[src/rtl/store_buffer_if.sv]
// Core-side store/load port and memory write port of the store buffer.
// The buffer itself connects through the slave modport.
interface store_buffer_if #(
    parameter int DATA_W = 32,
    parameter int DEPTH  = 4
);
    localparam int CNT_W = $clog2(DEPTH) + 1;

    logic              st_valid;
    logic [DATA_W-1:0] st_addr;
    logic [DATA_W-1:0] st_data;
    logic              st_ready;
    logic [DATA_W-1:0] ld_addr;
    logic              ld_hit;
    logic [DATA_W-1:0] ld_data;
    logic              mem_hold;
    logic              mem_we;
    logic [DATA_W-1:0] mem_addr;
    logic [DATA_W-1:0] mem_wdata;
    logic [CNT_W-1:0]  count;
    logic              empty;

    modport master (
        output st_valid, st_addr, st_data, ld_addr, mem_hold,
        input  st_ready, ld_hit, ld_data, mem_we, mem_addr, mem_wdata, count, empty
    );

    modport slave (
        input  st_valid, st_addr, st_data, ld_addr, mem_hold,
        output st_ready, ld_hit, ld_data, mem_we, mem_addr, mem_wdata, count, empty
    );
endinterface

[src/rtl/store_buffer.sv]
// Four-entry FIFO of pending word stores ahead of the data memory, draining one
// store per cycle and forwarding the youngest matching pending data to loads.
module store_buffer #(
    parameter int DATA_W = 32,
    parameter int IDX_W  = 3,
    parameter int DEPTH  = 4
) (
    input  logic          clock,
    input  logic          reset,
    store_buffer_if.slave bus
);
    localparam int PTR_W = $clog2(DEPTH);
    localparam int CNT_W = PTR_W + 1;

    logic [DATA_W-1:0] addr_mem [DEPTH];
    logic [DATA_W-1:0] data_mem [DEPTH];

    logic [PTR_W-1:0] head_reg;
    logic [PTR_W-1:0] tail_reg;
    logic [CNT_W-1:0] count_reg;

    logic push;
    logic drain;
    logic is_empty;
    logic ready;

    assign ready    = (count_reg < CNT_W'(DEPTH));
    assign is_empty = (count_reg == '0);
    assign push     = bus.st_valid & ready;
    assign drain    = ~is_empty & ~bus.mem_hold;

    always_ff @(posedge clock or posedge reset) begin
        if (reset) begin
            head_reg  <= '0;
            tail_reg  <= '0;
            count_reg <= '0;
        end else begin
            if (push)
                tail_reg <= tail_reg + 1'b1;
            if (drain)
                head_reg <= head_reg + 1'b1;
            case ({push, drain})
                2'b10:   count_reg <= count_reg + 1'b1;
                2'b01:   count_reg <= count_reg - 1'b1;
                default: count_reg <= count_reg;
            endcase
        end
    end

    // Entry storage needs no reset: validity is tracked by head/count alone.
    always_ff @(posedge clock) begin
        if (push) begin
            addr_mem[tail_reg] <= bus.st_addr;
            data_mem[tail_reg] <= bus.st_data;
        end
    end

    // An entry is live when its distance from head is below the count.
    logic [DEPTH-1:0] match;

    generate
        for (genvar gi = 0; gi < DEPTH; gi++) begin : g_match
            logic [PTR_W-1:0] age;
            assign age       = PTR_W'(gi) - head_reg;
            assign match[gi] = ({1'b0, age} < count_reg) &&
                               (addr_mem[gi][IDX_W-1:0] == bus.ld_addr[IDX_W-1:0]);
        end
    endgenerate

    // Walk from oldest to youngest so the last hit wins.
    logic              hit;
    logic [DATA_W-1:0] hit_data;

    always_comb begin
        logic [PTR_W-1:0] idx;
        hit      = 1'b0;
        hit_data = '0;
        idx      = head_reg;
        for (int k = 0; k < DEPTH; k++) begin
            idx = head_reg + PTR_W'(k);
            if (match[idx]) begin
                hit      = 1'b1;
                hit_data = data_mem[idx];
            end
        end
    end

    assign bus.st_ready  = ready;
    assign bus.empty     = is_empty;
    assign bus.count     = count_reg;
    assign bus.mem_we    = drain;
    assign bus.mem_addr  = is_empty ? '0 : addr_mem[head_reg];
    assign bus.mem_wdata = is_empty ? '0 : data_mem[head_reg];
    assign bus.ld_hit    = hit;
    assign bus.ld_data   = hit_data;
endmodule

[src/flat_wrapper.sv]
// flat-port wrapper written by rule: the top's interface ports become plain ports
module store_buffer_flat 
#(
    parameter int DATA_W = 32,
    parameter int IDX_W  = 3,
    parameter int DEPTH  = 4
)
  (clock, reset, bus_st_valid, bus_st_addr, bus_st_data, bus_ld_addr, bus_mem_hold, bus_st_ready, bus_ld_hit, bus_ld_data, bus_mem_we, bus_mem_addr, bus_mem_wdata, bus_count, bus_empty);
  store_buffer_if #(.DATA_W(DATA_W), .DEPTH(DEPTH)) bus_i ();
  input  logic clock;
  input  logic reset;
  input wire logic [$bits(bus_i.st_valid)-1:0] bus_st_valid;
  input wire logic [$bits(bus_i.st_addr)-1:0] bus_st_addr;
  input wire logic [$bits(bus_i.st_data)-1:0] bus_st_data;
  input wire logic [$bits(bus_i.ld_addr)-1:0] bus_ld_addr;
  input wire logic [$bits(bus_i.mem_hold)-1:0] bus_mem_hold;
  output wire logic [$bits(bus_i.st_ready)-1:0] bus_st_ready;
  output wire logic [$bits(bus_i.ld_hit)-1:0] bus_ld_hit;
  output wire logic [$bits(bus_i.ld_data)-1:0] bus_ld_data;
  output wire logic [$bits(bus_i.mem_we)-1:0] bus_mem_we;
  output wire logic [$bits(bus_i.mem_addr)-1:0] bus_mem_addr;
  output wire logic [$bits(bus_i.mem_wdata)-1:0] bus_mem_wdata;
  output wire logic [$bits(bus_i.count)-1:0] bus_count;
  output wire logic [$bits(bus_i.empty)-1:0] bus_empty;
  assign bus_i.st_valid = bus_st_valid;
  assign bus_i.st_addr = bus_st_addr;
  assign bus_i.st_data = bus_st_data;
  assign bus_i.ld_addr = bus_ld_addr;
  assign bus_i.mem_hold = bus_mem_hold;
  assign bus_st_ready = bus_i.st_ready;
  assign bus_ld_hit = bus_i.ld_hit;
  assign bus_ld_data = bus_i.ld_data;
  assign bus_mem_we = bus_i.mem_we;
  assign bus_mem_addr = bus_i.mem_addr;
  assign bus_mem_wdata = bus_i.mem_wdata;
  assign bus_count = bus_i.count;
  assign bus_empty = bus_i.empty;
  store_buffer #(.DATA_W(DATA_W), .IDX_W(IDX_W), .DEPTH(DEPTH)) u_core (.clock(clock), .reset(reset), .bus(bus_i));
endmodule
[config.mk]
export PLATFORM = sky130hd
export DESIGN_NAME = store_buffer_flat
export DESIGN_NICKNAME = d
export VERILOG_FILES = /design/src/rtl/store_buffer_if.sv /design/src/rtl/store_buffer.sv /design/src/flat_wrapper.sv
export SDC_FILE = /design/constraint.sdc
export NUM_CORES = 1
export LEC_CHECK = 0
export ABC_AREA = 1
export BUFFER_PORTS_ARGS = -buffer_cell sky130_fd_sc_hd__buf_2
export CAP_MARGIN = 20
export CORE_MARGIN = 8
export CORE_UTILIZATION = 58
export CTS_CLUSTER_SIZE = 10
export DETAILED_ROUTE_END_ITERATION = 16
export PLACE_DENSITY = 0.81
export SETUP_SLACK_MARGIN = 0.5
export SYNTH_ARGS = -nofsm -noshare
export SYNTH_HDL_FRONTEND = slang
export SYNTH_SLANG_ARGS = --single-unit
[constraint.sdc]
create_clock -name clock -period 4.25 [get_ports clock]
set_input_delay 0.85 -clock clock [delete_from_list [all_inputs] [get_ports clock]]
set_output_delay 0.85 -clock clock [all_outputs]
set_load 0.02 [all_outputs]
======== Word level (Yosys, flattened, before mapping) ========
Memories as Yosys holds them, arrays and structs flattened.
Index checks and enable logic that the tools add are counted.
operators by class
  multiplexer cells ....................... 21
  equal/unequal tests ..................... 6
  reductions and logical operators ........ 6
  bitwise operators ....................... 4
  add/sub/neg operators ................... 10
  order comparisons ....................... 9
operator list
  kind                 count
  $mux 32              6
  $eq 3x3->1           4
  $lt 2x3->1           4
  $lt 2x3->1 const B   4
  $mux 1               10
  $bmux 1 s2           4
  $pmux 3 s2           1
  $add 2x1->2 const B  2
  $add 2x2->2 const B  2
  $logic_and 1x1->1    4
  $sub 1x2->2 const A  2
  $sub 2x2->2 const A  2
  $add 3x1->3 const B  1
  $logic_not 3->1      1
  $lt 3x3->1 const B   1
  $sub 3x1->3 const B  1
  $and 1x1->1          2
  $eq 2x1->1 const B   1
  $eq 2x2->1 const B   1
  $not 1->1            2
  $reduce_bool 2->1    1
word-level totals
  memory bits (writable) .................. 256
  memories kept ........................... 2
  bits in registers ....................... 7
  output and inout bits ................... 103
  input port bits ......................... 100
  logic and storage cells ................. 61
memories
  memory           depth  bits a word  read ports  clocked after memory_dff  write ports  RTL line            text
  u_core.addr_mem  4      32           5           0                         1            store_buffer.sv:15  logic [DATA_W-1:0] addr_mem [DEPTH];
  u_core.data_mem  4      32           4           0                         1            store_buffer.sv:16  logic [DATA_W-1:0] data_mem [DEPTH];

======== Logic depth before layout (Yosys ltp) ========
Gate-level depths: netlist of the first run.
  word-level depth ........................ 9
  depth in mapped cells ................... 22
  depth with buffers taken out ............ 17

======== Worst setup path after synthesis of the first run ========
No wires, ideal clock.
  kind .................................... input port to flip-flop
  start point ............................. in bus_st_valid
  end point ............................... mem u_core.addr_mem[0][0] (enable)
  data required time ...................... 3.763 ns
  slack ................................... 0.050 ns
  arrival ................................. 3.713 ns
  stages on the path ...................... 2
  cells stage by stage .................... nand2_1 -> nor2_1
between the ends
  word-level cells in the longest chain between the ends .. 3
RTL lines
  element                       RTL line            text
  start: declaration            flat_wrapper.sv:12  input wire logic [$bits(bus_i.st_valid)-1:0] bus_st_valid;
  $and 1x1->1                   store_buffer.sv:29  assign push = bus.st_valid & ready;
  $mux 1                        store_buffer.sv:52  if (push) begin
  $mux 1 (implied by the code)  store_buffer.sv:53  addr_mem[tail_reg] <= bus.st_addr;
  end: declaration              store_buffer.sv:15
Every way passes these cells.

======== Worst setup path after layout of the first run ========
  start point ............................. reg u_core.head_reg[0]
  end point ............................... out bus_ld_data[1]
between the ends
  word-level cells in the longest chain between the ends .. 9
  elaborated cells on any way between the ends .. 28
  classes of those cells .................. add/sub (7); order compare (4); mux (12); reduce/logical (4); memory (1)
RTL lines
  element                                     RTL line            text
  start: declaration                          store_buffer.sv:18  logic [PTR_W-1:0] head_reg;
  start signal: assignment                    store_buffer.sv:41  head_reg <= head_reg + 1'b1;
  $sub 1x2->2 or $sub 2x2->2 (tied branches)  store_buffer.sv:64  assign age = PTR_W'(gi) - head_reg;
  $lt 2x3->1                                  store_buffer.sv:65  assign match[gi] = ({1'b0, age} < count_reg) &&
  $logic_and 1x1->1                           store_buffer.sv:65
  $bmux 1 s2                                  store_buffer.sv:81  if (match[idx]) begin
  $mux 1 (implied by the code)                store_buffer.sv:81
  $mux 32 (3 in series)                       store_buffer.sv:81
  $mux 32 (*)                                 store_buffer.sv:81
  end: declaration                            flat_wrapper.sv:19  output wire logic [$bits(bus_i.ld_data)-1:0] bus_ld_data;
Mark *: on every way between the ends. The rest lies on a longest branch, timed or not. The select of a mux whose other input is x is not followed.

==> results of run 1 <==
[cell type report]
cell class	instances	area (µm²)	share of cell area [%]
Clock buffer	44	835	4.78
Antenna cell	1	2.50	0.0143
Multi-Input combinational cell	1034	5460	31.3
Timing Repair Buffer	248	2160	12.4
Inverter	190	732	4.19
Tap cell	324	405	2.32
Clock inverter	1	3.75	0.0215
Sequential cell	263	7870	45.1
[cell families (layout without fill, tap and decap cells)]
| family | Yosys count | in the layout | share of synthesized area [%] |
|---|---|---|---|
| AOI/OAI and AO/OA | 358 | 358 | 14.2 |
| xor gates and xnor gates | 8 | 8 | 0.501 |
| and+or+nand+nor | 658 | 658 | 19.2 |
| DFF | 263 | 263 | 56.2 |
| buffers and inverters | 303 | 483 | 8.93 |
| adders and majority gates | 10 | 10 | 0.948 |
| other | 0 | 1 | 0 |
[synth_stat cells]
cell type,count,area (µm²)
nor2_1,80,300
inv_4,1,6.26
buf_6,3,33.8
inv_1,133,499
fa_1,1,20.0
nor3_1,1,5.00
nor2_2,1,6.26
buf_1,10,37.5
nand2_1,430,1610
clkbuf_1,44,165
nand3_2,1,10.0
a211oi_1,32,240
inv_2,12,45.0
or2_1,1,6.26
o21ai_1,57,285
a22oi_1,29,218
o22ai_1,1,6.26
a31oi_1,29,181
xnor2_1,5,43.8
o21ai_0,172,861
a221oi_1,3,26.3
ha_1,9,113
buf_2,49,245
a21oi_1,35,175
edfxtp_1,256,7690
clkinv_1,44,165
dfrtp_1,7,175
nand3_1,133,666
nand4_1,5,31.3
buf_4,7,52.6
nand2_4,1,11.3
nand2_2,5,31.3
xor2_1,3,26.3
[placed cells by master (no fill, tap or decap), types with 11 or more instances in the layout]
| cell | count |
|---|---|
| nor2_1 | 74 |
| a22oi_1 | 29 |
| a31oi_1 | 28 |
| buf_12 | 17 |
| edfxtp_1 | 256 |
| nand3_1 | 122 |
| clkbuf_1 | 12 |
| inv_2 | 11 |
| nand2_2 | 27 |
| nand2_1 | 396 |
| o21ai_1 | 58 |
| clkbuf_16 | 38 |
| clkinv_1 | 38 |
| buf_4 | 43 |
| buf_6 | 32 |
| a21oi_2 | 26 |
| o21ai_0 | 171 |
| a211oi_1 | 14 |
| buf_2 | 139 |
| a211oi_2 | 17 |
| inv_1 | 132 |
[critical path, delay by kind of cell (launching register included)]
kind	cells	cell delay (ps)
buffers and inverters	4	450
and+or+nand+nor	9	1210
DFF	1	530
AOI/OAI and AO/OA	1	220
adders and majority gates	1	210
[stage by stage]
stage	util, %	instance area, µm²
6_report	72.7	17500
5_1_grt	72.7	17500
4_1_cts	70.7	17000
3_5_place_dp	63.0	15100
3_3_place_gp	63.0	15100
2_1_floorplan	-	14100
[per-layer routing]
layer	share of wire (%)	track usage [%]
met3	11	5.78
met1	35	29.1
met4	4.9	12.4
met5	0.16	0
met2	49	45.1
[how the worst max path moves through the flow]
stage | startpoint | to | slack [ps]
6_report | u_core.head_reg[0] | bus_ld_data[1] | 200
5_1_grt | u_core.head_reg[0] | bus_ld_data[1] | 100
4_1_cts | u_core.head_reg[0] | bus_ld_data[2] | 300
3_5_place_dp | u_core.head_reg[1] | bus_ld_data[2] | 500
3_3_place_gp | u_core.head_reg[1] | bus_ld_data[31] | 530
2_1_floorplan | bus_st_valid | u_core.addr_mem[0][0] | 50
[what timing repair did]
item / 4_1_cts / 5_1_grt
buffers inserted: 26 / 5
resized for setup: 146 / 67
gates cloned: 9 / 7
setup endpoints to repair: 33 / 59
pin swaps: 29 / 27
==> metrics, run 1 <==
Port Buffers=173; Worst Hold Class=in2async; placed insts=2012; Die Span X=171 µm; part of the cycle the worst path needs=95.3%; CTS Buf Count=30; Syn Inst Count=1600; gpl congestion=0.803; crit start category=flop; R2R depth=4; Max Fanout on Critical Path=24; fmax=247 MHz; worst-skew pair later-pin latency=560 ps; crit-path cells=nand2_4, inv_2, or2_4, ha_4, nand2_1, nand2_1, nand2_2, nand4_1, nand3_1, nand2_4, buf_16, nand2_1, inv_2, a21oi_4, buf_6; Die Y=171 µm; Min Hold Slack=231 ps; vias in the first global route=11800; max cap viols=0; syn avg cell area=8.74 µm²; clk_skew=21.4 ps; Synth Register Bits=263; worst reg2reg setup slack=1790 ps; mapped cell area=0.0140 mm²; Top cell by count, worst path=nand2_1; Tmin final=4050 ps; Slew HR=39.0%; Die ar.=0.0293 mm²; CTS Hold Bufs=0; Area Overhead vs Synth=24.8%; crit-path max cell delay=530 ps; first-pass GRT wire length=59.1 mm; fill cell total of the finished layout=1629; status=finished, final reports clean; syn nets=1710; Synth Warn #=0; Non-Filler Instances=2105; WP data arrival=3200 ps; clock tree from TritonCTS=done; largest net degree at the start of global routing=130; TritonCTS Sinks=263; Synth cell types=33; DR iter-0 viols=1391; critical path's slowest cell=dfrtp_4; vias per cell=5.89; Vias=12400; H-tree level count=1; setup ws final=201 ps; DRC=0; final net count=1877; Setup crit end kind=output pin; RSZ-0062 raised after global routing=true; DRT Wirelength=40.5 mm; Slew @ Worst Pin=916 ps; antenna-violating nets left=0; max-slew violations=0; clk buf depth=3; Worst R2R End=u_core.data_mem[1][13]; crit path kind=reg2out; r2r startpoint=u_core.bus.count[2]; GRT Util Overall=25.6%; setup violators final=0; antenna violations before repair=6; CTS root buf=clkbuf_16; I/O pins=203; WL/cell=19.2 µm; final hold violations=0; dpl ws=504 ps; Worst-path clk slew=60 ps; core area=0.0240 mm²; initial core utilization=58.2%; row cnt=57; global route overflow=0; Req. time, crit path=3400 ps; layout cell share with drive strength beyond 1=23.4%; First-pass DRT Iterations=6; Seq/Total Area, Yosys=56.2%; Detail Placement HPWL=21.4 mm; Final TNS setup=0 ps
Power of run 1 is not shown: default switching activity piles up to over one toggle a cycle in this logic, so the estimate is an artifact.
==> run 2: changes to the inputs <==
--- a/config.mk
+++ b/config.mk
@@ -6,6 +6,7 @@
 export NUM_CORES = 1
 export LEC_CHECK = 0
 export ABC_AREA = 1
+export ABC_CLOCK_PERIOD_IN_PS = 4250
 export BUFFER_PORTS_ARGS = -buffer_cell sky130_fd_sc_hd__buf_2
 export CAP_MARGIN = 20
 export CORE_MARGIN = 8
@@ -13,7 +14,6 @@
 export CTS_CLUSTER_SIZE = 10
 export DETAILED_ROUTE_END_ITERATION = 16
 export PLACE_DENSITY = 0.81
-export SETUP_SLACK_MARGIN = 0.5
 export SYNTH_ARGS = -nofsm -noshare
 export SYNTH_HDL_FRONTEND = slang
 export SYNTH_SLANG_ARGS = --single-unit
==> run 2 against run 1 <==
  * Global-route usage shrank 2.8 points
  * Sequential share of layout area increased by 3.6 points
  * First-iteration DRC count fell by 19%
  * Critical endpoint is now bus_ld_data[12]
  * Highest routed layer unchanged
  * Die area unchanged
==> metrics, run 2 (same netlist as run 1, synthesis figures left out) <==
status=finished, final reports clean; initial core utilization=58.2%; vias in the first global route=10900; Design Area, Final=0.0162 mm²; max cap viols=0; met2 global-route usage=39.8%; row cnt=57; crit path kind=reg2out; setup ws final=104 ps; CTS Buf Count=30; worst-skew pair later-pin latency=540 ps; Util after Layout=67.3%; fmax=241 MHz; Worst Hold Class=in2async; crit-path cells=nand2_2, inv_2, or2_4, inv_2, ha_1, nand2_1, nand2_1, nand2_1, nand4_1, nand3_2, nand2_4, buf_4, nand2_1, clkinv_1, a21oi_2, buf_4; Tmin final=4150 ps; final hold violations=0; GRT Util Overall=22.8%; CTS root buf=clkbuf_16; CTS Hold Bufs=0; Detail Placement HPWL=21.6 mm; Die Y=171 µm; gpl congestion=0.846; clk buf depth=3; antenna violations before repair=9; part of the cycle the worst path needs=97.6%; WP data arrival=3300 ps; Vias=11500; DRT Wirelength=34.6 mm; grt peak-use layer=met2; Die Span X=171 µm; most frequent cells in the layout=428 x nand2_1, 256 x edfxtp_1, 172 x o21ai_0, 167 x buf_2, 133 x inv_1; placement-stage cell area=0.0151 mm²; worst reg2reg setup slack=1830 ps; Slew HR=56.6%; clk_skew=11.5 ps; vias per cell=5.57; fill cell total of the finished layout=1832; met3 usage=5.71%; setup violators final=0; Worst R2R End=u_core.bus.count[2]; crit-path max cell delay=540 ps; Worst-path clk slew=50 ps; Setup crit end kind=output pin; antenna-violating nets left=0; clock tree from TritonCTS=done; first-pass GRT wire length=53.4 mm; Max Fanout on Critical Path=15; TritonCTS Sinks=263; layout cell share with drive strength beyond 1=16.6%; final net count=1844; r2r startpoint=u_core.bus.count[2]; Slew @ Worst Pin=651 ps; Req. time, crit path=3400 ps; RSZ-0062 raised after global routing=true; crit start category=flop; First-pass DRT Iterations=6; dpl ws=443 ps; Port Buffers=173; met1 usage=26.6%; H-tree level count=1; Area Overhead vs Synth=15.6%; DRC=0; DR iter-0 viols=1124; critical path's slowest cell=dfrtp_4; WL/cell=16.7 µm; core area=0.0240 mm²; Min Hold Slack=250 ps; I/O pins=203; Die ar.=0.0293 mm²; Top cell by count, worst path=nand2_1; commonest non-fill, non-tap cell in the layout=nand2_1; max-slew violations=0; largest net degree at the start of global routing=129; R2R depth=8; global route overflow=0
-- run 2: changes by cell type in the layout (fill, tap and decap cells not counted), sizes merged --
cell,delta
diode,+2
clkbuf,-8
buf,-26
-- run 2: worst max-delay path by stage --
stage	slack, ps	depth (start not counted)	to	from
after floorplan	50	2	u_core.addr_mem[0][0]	bus_st_valid
after global placement	480	19	bus_ld_data[24]	u_core.head_reg[1]
after detailed placement	440	19	bus_ld_data[29]	u_core.head_reg[1]
after CTS	9	17	bus_ld_data[1]	u_core.head_reg[0]
after global routing	-90	16	bus_ld_data[12]	u_core.head_reg[0]
final	100	16	bus_ld_data[12]	u_core.head_reg[0]
-- run 2: per-layer routing --
metal / wire [µm] / share of wire (%)
met1: 13400 / 39
met3: 3170 / 9.2
met4: 950 / 2.7
met5: 86 / 0.25
met2: 17000 / 49
-- run 2: area by class of cell --
cell class / count / area [µm²] / share of cell area, %
inverters: 190 / 718 / 4.44
clock inverters: 1 / 5.00 / 0.0310
repair buffers: 215 / 1310 / 8.13
well taps: 324 / 405 / 2.51
diodes: 3 / 7.51 / 0.0464
flip-flops and latches: 263 / 7870 / 48.7
multi-input cells: 1034 / 5030 / 31.1
clock buffers: 43 / 821 / 5.08
-- run 2: metrics by stage --
stage          std cells  setup TNS [ps]
2_1_floorplan       1600               0
3_3_place_gp        2018               0
3_5_place_dp        2018               0
4_1_cts             2062               0
5_1_grt             2071            -953
6_report            2073               0
-- run 2: timing repair --
item | 4_1_cts | 5_1_grt
pin swaps | 0 | 3
setup buffers | 0 | 7
gates resized for setup | 9 | 31
endpoints found under the setup margin | 27 | 32
-- run 2: worst max-delay path: cells and delay by family (launching register included) --
family          cells  cell delay (ps)
compound gates      1              190
fa+ha+maj           1              240
buf+inv             5              640
flops               1              540
simple gates        9             1150
Power of run 2 is left out for the same reason.
